`config.mk`:
```
export PLATFORM = sky130hd
export DESIGN_NAME = truth_table_sweeper
export DESIGN_NICKNAME = d
export VERILOG_FILES = /design/src/rtl/tt_pkg.sv /design/src/rtl/sync_2ff.sv /design/src/rtl/truth_table_sweeper.sv
export SDC_FILE = /design/constraint.sdc
export NUM_CORES = 1
export LEC_CHECK = 0
export CAP_MARGIN = 20
export CORE_UTILIZATION = 58
export DETAILED_ROUTE_END_ITERATION = 7
export GPL_TIMING_DRIVEN = 0
export PLACE_DENSITY = 0.94
export RECOVER_POWER = 50
export SYNTH_ARGS = -nofsm -noshare
export SYNTH_HDL_FRONTEND = slang
export SYNTH_SLANG_ARGS = --single-unit
```
`constraint.sdc`:
```
create_clock -name clk -period 5.5 [get_ports clk]
set_input_delay 1.375 -clock clk [delete_from_list [all_inputs] [get_ports clk]]
set_output_delay 1.375 -clock clk [all_outputs]
set_load 0.02 [all_outputs]
```
`src/rtl/tt_pkg.sv`:
```
// Shared types and constants for the truth-table sweeper.
package tt_pkg;

   localparam int unsigned TT_IN_W = 3;
   localparam int unsigned TT_W    = 8;

   // Reference truth tables, indexed by gate function
   localparam logic [TT_W-1:0] TT_0x7E = 8'h7E;

   typedef enum logic [1:0] {
      IDLE   = 2'd0,
      SETTLE = 2'd1,
      FINISH = 2'd2
   } state_t;

endpackage

```
`src/rtl/sync_2ff.sv`:
```
// Two-flop synchroniser for a single asynchronous bit, resets to 0.
module sync_2ff (
   input  logic clk,
   input  logic rst_n,
   input  logic d,
   output logic q
);

   logic meta;

   always_ff @(posedge clk or negedge rst_n) begin
      if (!rst_n) begin
         meta <= 1'b0;
         q    <= 1'b0;
      end else begin
         meta <= d;
         q    <= meta;
      end
   end

endmodule

```
`src/rtl/truth_table_sweeper.sv`:
```
// Steps a 3-input gate through all input combinations, samples its output
// after a settle window and reports the captured truth table.
module truth_table_sweeper
   import tt_pkg::*;
#(
   parameter int unsigned      SETTLE_CYCLES = 4,
   parameter logic [TT_W-1:0]  EXPECTED      = TT_0x7E
) (
   input  logic               clk,
   input  logic               rst_n,
   input  logic               start,
   input  logic               dut_out,
   output logic [TT_IN_W-1:0] pattern,
   output logic               busy,
   output logic               done,
   output logic [TT_W-1:0]    truth_table,
   output logic               match
);

   localparam int unsigned        CNT_W    = 8;
   localparam logic [CNT_W-1:0]   CNT_LAST = CNT_W'(SETTLE_CYCLES - 1);
   localparam logic [TT_IN_W-1:0] PAT_LAST = TT_IN_W'((1 << TT_IN_W) - 1);

   // Settle window must cover the synchroniser latency plus one cycle of gate delay
   if (SETTLE_CYCLES < 3 || SETTLE_CYCLES > 255) begin : g_bad_settle
      $fatal(1, "truth_table_sweeper: SETTLE_CYCLES must be within 3..255");
   end

   state_t               state, state_n;
   logic [CNT_W-1:0]     cnt, cnt_n;
   logic [TT_IN_W-1:0]   pattern_n;
   logic                 busy_n, done_n, match_n;
   logic [TT_W-1:0]      tt_n, tt_sampled;
   logic                 dut_sync;

   sync_2ff u_sync (
      .clk   (clk),
      .rst_n (rst_n),
      .d     (dut_out),
      .q     (dut_sync)
   );

   always_ff @(posedge clk or negedge rst_n) begin
      if (!rst_n) begin
         state       <= IDLE;
         cnt         <= '0;
         pattern     <= '0;
         busy        <= 1'b0;
         done        <= 1'b0;
         truth_table <= '0;
         match       <= 1'b0;
      end else begin
         state       <= state_n;
         cnt         <= cnt_n;
         pattern     <= pattern_n;
         busy        <= busy_n;
         done        <= done_n;
         truth_table <= tt_n;
         match       <= match_n;
      end
   end

   // Next-state and next-output logic; pattern only moves on a count wrap
   always_comb begin
      state_n    = state;
      cnt_n      = cnt;
      pattern_n  = pattern;
      busy_n     = busy;
      done_n     = 1'b0;
      tt_n       = truth_table;
      match_n    = match;
      tt_sampled = truth_table;
      tt_sampled[pattern] = dut_sync;

      case (state)
         IDLE: begin
            if (start) begin
               pattern_n = '0;
               cnt_n     = '0;
               tt_n      = '0;
               match_n   = 1'b0;
               busy_n    = 1'b1;
               state_n   = SETTLE;
            end
         end
         SETTLE: begin
            if (cnt == CNT_LAST) begin
               tt_n = tt_sampled;
               if (pattern == PAT_LAST) begin
                  busy_n  = 1'b0;
                  done_n  = 1'b1;
                  match_n = (tt_sampled == EXPECTED);
                  state_n = FINISH;
               end else begin
                  pattern_n = pattern + TT_IN_W'(1);
                  cnt_n     = '0;
               end
            end else begin
               cnt_n = cnt + CNT_W'(1);
            end
         end
         FINISH: begin
            state_n = IDLE;
         end
         default: begin
            state_n = IDLE;
         end
      endcase
   end

endmodule

```
=== Word-level counts from Yosys, hierarchy flattened ===
Cells that the tools add are included.

* Equal/unequal tests: 9
* Add/sub/neg operators: 2
* Mux-type cells: 28
* Magnitude comparators: 2
* Reduce and logical (&&, ||, !) cells: 8

{| class="wikitable"
|+ Operators with widths
! cell !! count
|-
| 2-to-1 mux 8 bit || 4
|-
| case mux 8 bit (2 select lines) || 2
|-
| 2-to-1 mux 1 bit || 10
|-
| 2-to-1 mux 3 bit || 3
|-
| AND reduction 3 bit || 3
|-
| adder 8 x 1 -> 8 bit, second input constant || 1
|-
| bitwise mux 8 bit || 1
|-
| == test 8 x 2 -> 1 bit, second input constant || 1
|-
| == test 8 x 7 -> 1 bit, second input constant || 1
|-
| inequality test 2 bit, second input constant || 4
|-
| AND reduction 4 bit || 2
|-
| 2-to-1 mux 2 bit || 3
|-
| case mux 3 bit (2 select lines) || 1
|-
| less-than comparator 3 x 4 -> 1 bit, second input constant || 1
|-
| case mux 1 bit (2 select lines) || 2
|-
| case mux 2 bit (2 select lines) || 1
|-
| adder 3 x 1 -> 3 bit, second input constant || 1
|-
| demux 1 bit (select 3 bit) || 1
|-
| == test 3 bit, second input constant || 1
|-
| >= comparator 3 x 1 -> 1 bit, second input constant || 1
|-
| inequality test 3 bit, second input constant || 1
|-
| == test 2 x 1 -> 1 bit, second input constant || 1
|-
| zero test 2 bit || 1
|-
| nonzero test 2 bit || 1
|-
| logical AND 1 bit || 1
|}

* Input port bits: 4
* Register bits after elaboration: 26
* Word-level logic and storage cells: 58

=== Longest topological paths before layout ===
* Depth after elaboration: 9
* Depth in mapped cells: 6

=== Modules after synthesis ===
Synthesis repeated with hierarchy kept, for this count alone.

* Cells, all modules: 158
* Area, all modules: 1565.3 um^2

{| class="wikitable"
|+ By module, submodules not included
! module !! instances !! cells each !! area each (um^2)
|-
| truth_table_sweeper || 1 || 156 || 1515.2
|-
| sync_2ff || 1 || 2 || 50.0
|}

=== Worst setup path after synthesis ===
No wires, ideal clock.

* Path type: in2reg
* Start point: in start
* End point: reg truth_table[1]
* Stages: 4
* Data required time: 5.363 ns
* Setup time: 0.137 ns
* Data arrival time: 2.148 ns
* Slack: 3.215 ns
* Cell sequence: or3b_2 -> buf_6 -> o311ai_2 -> o41ai_1

* Word-level cells in the longest chain between the ends: 2

{| class="wikitable"
|+ Ends and longest elaborated chain
! what !! line !! text
|-
| start, declared || truth_table_sweeper.sv:11 || <nowiki>input logic start,</nowiki>
|-
| inequality test 2 bit (no source line) || n/a ||
|-
| AND reduction 3 bit (no source line) || n/a ||
|-
| end signal, assigned || truth_table_sweeper.sv:58 || <nowiki>truth_table <= tt_n;</nowiki>
|-
| end, declared || truth_table_sweeper.sv:16 || <nowiki>output logic [TT_W-1:0] truth_table,</nowiki>
|}

No other way between the ends.
A chain may end at the register's enable or synchronous reset.

=== Final worst setup path ===
* Start point: reg pattern[1]
* End point: out pattern[1]

{| class="wikitable"
|+ RTL lines
! what !! line !! text
|-
| start, declared || truth_table_sweeper.sv:13 || <nowiki>output logic [TT_IN_W-1:0] pattern,</nowiki>
|-
| start signal, assigned || truth_table_sweeper.sv:55 || <nowiki>pattern <= pattern_n;</nowiki>
|}

No word-level cell between the ends.

==> out/metrics.cfg <==
[status]
outcome=completed

[pwr]
leakagePower_uw=0.0007527
power_density_mw_per_mm2=489.3
p_sw_uw=341.0
comb_power_share_pct=47.5
swShare_pct=41.41
peakVddDrop_v=0.0003339
internal-power_uw=482.5
clock_power_share_pct=11.7
power_frac_seq_pct=40.7

[placement]
hpwl_um=2171
placed_cell_area_mm2=0.001643
routabilityCongestion=0.8310
portBuffers=17
place_inst=193

[floorplanning]
die_x_um=51.79
coreArea_mm2=0.002276
std_cell_rows=17
ios=18
die_area_mm2=0.002682
fp.dieH_um=51.79
start_util_pct=63.17

[setup_path]
startpoint=pattern[1]
rr_startpoint=cnt[0]
cp-end-kind=output pin
reg2reg_slack_ns=3.22
critPathMaxFanout=8
crit_path_top_delay_cell=clkdlybuf4s50_1
r2r-end=truth_table[6]
crit_type=reg -> out
required_ns=4.12
critical_path.max_stage_delay_ns=0.66
path_buf_inv=1
crit_arrival_ns=1.49
critical-path-top-delay-family=buffers and inverters
cp-start-kind=register
worstPathCellList=clkdlybuf4s50_1
reg2regPathDepth=5

[routing]
avgRoutedWirePerCell_um=15.54
vias_per_cell=6.162
drc=0
drt-pass1-iter-count=4
routed_wl_um=3077
drt-initial-drc-count=41
via_count=1220
ant_nets=0

[logic_synthesis]
yosys-top-cells-area=dfrtp_1 45%, nand2_1 6.8%, mux2i_1 6.3%
synthDistinctLibCells=46
synth-edff-count=0
ys.flop_type=dfrtp_1
syn_inst=148
ys_async_sr_fraction_pct=100.0
synth_top_area_share_pct=45.26
ys_ff_latch=26
synth_common_cells=26 x dfrtp_1, 26 x nand2_1, 10 x o21ai_0
ys_seq_area_share_pct=45.26
syn_area_mm2=0.001438
avgSynthCellArea_um2=9.714
synth_top_area_cell=dfrtp_1
ys_warn_count=0
syn_nets=155

[sta]
fin_crit_sh_pct=52.04
relSlewSlack_pct=33.25
rsz0062_at_grt=no
setup_viol=0
finalClockSkew_ns=0.006763
slew_violations=0
worstMarginPinSlew_ns=1.001
max_freq_mhz=349.4
hold_slack_ns=0.3629
hold_violations=0
tns_ns=0
period_minus_slack_ns=2.862

[layout]
diodes=0
stdcell_area_mm2=0.001683
syn2layout_area_growth_pct=17.06
layout.nets=178
layoutNonFillerInstCount=198
final_layout_size_suffix_gt1_share_pct=11.18

[grt]
grt_pass1_vias=1139
grt_pass1_wl_um=5085
grt_overflow=0
grt_max_degree=27
antenna_found_initial=0
grt.total_usage_pct=25.86

[min_path]
min_to=u_sync.q
hold_path.class=reg -> reg
hp-start=u_sync.meta
hold-path-cell-count=0

[clocking]
h-tree-depth=1
cts_root_buffer=clkbuf_4
clockBufferDepth=2
cts_resized=0
worstSkewPairLatency_ns=0.32
cts_tree=done
post_cts_buffers=0
clk_pin_slew_ns=0.14
numClockSinks=26
cts-hold-fix-buffers=0
cts_buffers=3

[run]
drv_cap=0

-- flip-flops by register name, indices dropped and copies added (netlist names) --
signal and flops:
match 1, u_sync.meta 1, u_sync.q 1, busy 1
pattern 3, done 1, state 2, cnt 8
truth_table 8
-- metal layers --
layer  up-vias  wire length (um)  track usage, %  share of wire (%)
met3         6               137           4.094                4.5
met2        47              1462           39.18                 48
li1        582                 -               -                  -
met1       585              1426           36.11                 46
met4         0                51           12.16                1.7
met5         -                 0               0                  0
-- power by group through the flow --
stage	clock [uW]	sequential [uW]	combinational, uW
after floorplan	0	373	202
after global placement	0	331	374
after detailed placement	0	337	390
after CTS	98.5	334	390
after global routing	106	347	429
final	96.5	336	391
-- cells by family (layout without fill, tap and decap cells) --
kind of cell	Yosys count	in the layout	share of synthesized area (%)
simple gates	64	64	24.37
compound gates	32	32	16.02
flops	26	26	45.26
buf+inv	11	33	3.481
mux	10	10	7.050
fa+ha+maj	3	3	2.611
xor+xnor	2	2	1.219
-- metrics by stage --
step / setup WS [ns] / utilization (%) / power, uW
5_1_grt: 2.575 / 73.94 / 881.5
3_5_place_dp: 2.600 / 72.18 / 726.6
3_3_place_gp: 2.621 / 72.18 / 705.5
2_1_floorplan: 3.215 / - / 575.4
6_report: 2.638 / 73.94 / 823.5
4_1_cts: 2.648 / 73.78 / 822.1
-- placed cells by master, fill, tap and decap left out, drive strengths merged, types with 2 or more instances in the layout --
cell type	n
a21oi	4
a22o	4
a311oi	2
and2	2
and2b	2
buf	2
clkbuf	9
clkdlybuf4s50	14
dfrtp	26
dlygate4sd3	3
ha	3
inv	5
mux2i	9
nand2	26
nand2b	2
nand3	5
nand3b	2
nor2	6
nor3	4
nor4	3
o21ai	10
o31ai	2
or3b	2
or4b	2
-- worst max-delay path by stage --
stage / slack (ns) / endpoint / cells after the start
floorplan: 3.21 / truth_table[1] / 4
global placement: 2.62 / truth_table[1] / 5
detailed placement: 2.60 / truth_table[1] / 5
CTS: 2.65 / pattern[1] / 1
global route: 2.58 / pattern[1] / 1
finish: 2.64 / pattern[1] / 1
-- final cells by class --
class                           instances  area, um2
Tap cell                               28      35.03
Timing Repair Buffer                   18      173.9
Sequential cell                        26      650.6
Multi-Input combinational cell        111      737.0
Inverter                                5      18.77
Buffer                                  6      31.28
Fill cell                             152      593.1
Clock buffer                            4      36.28
Power figures use the tool's default switching activity.
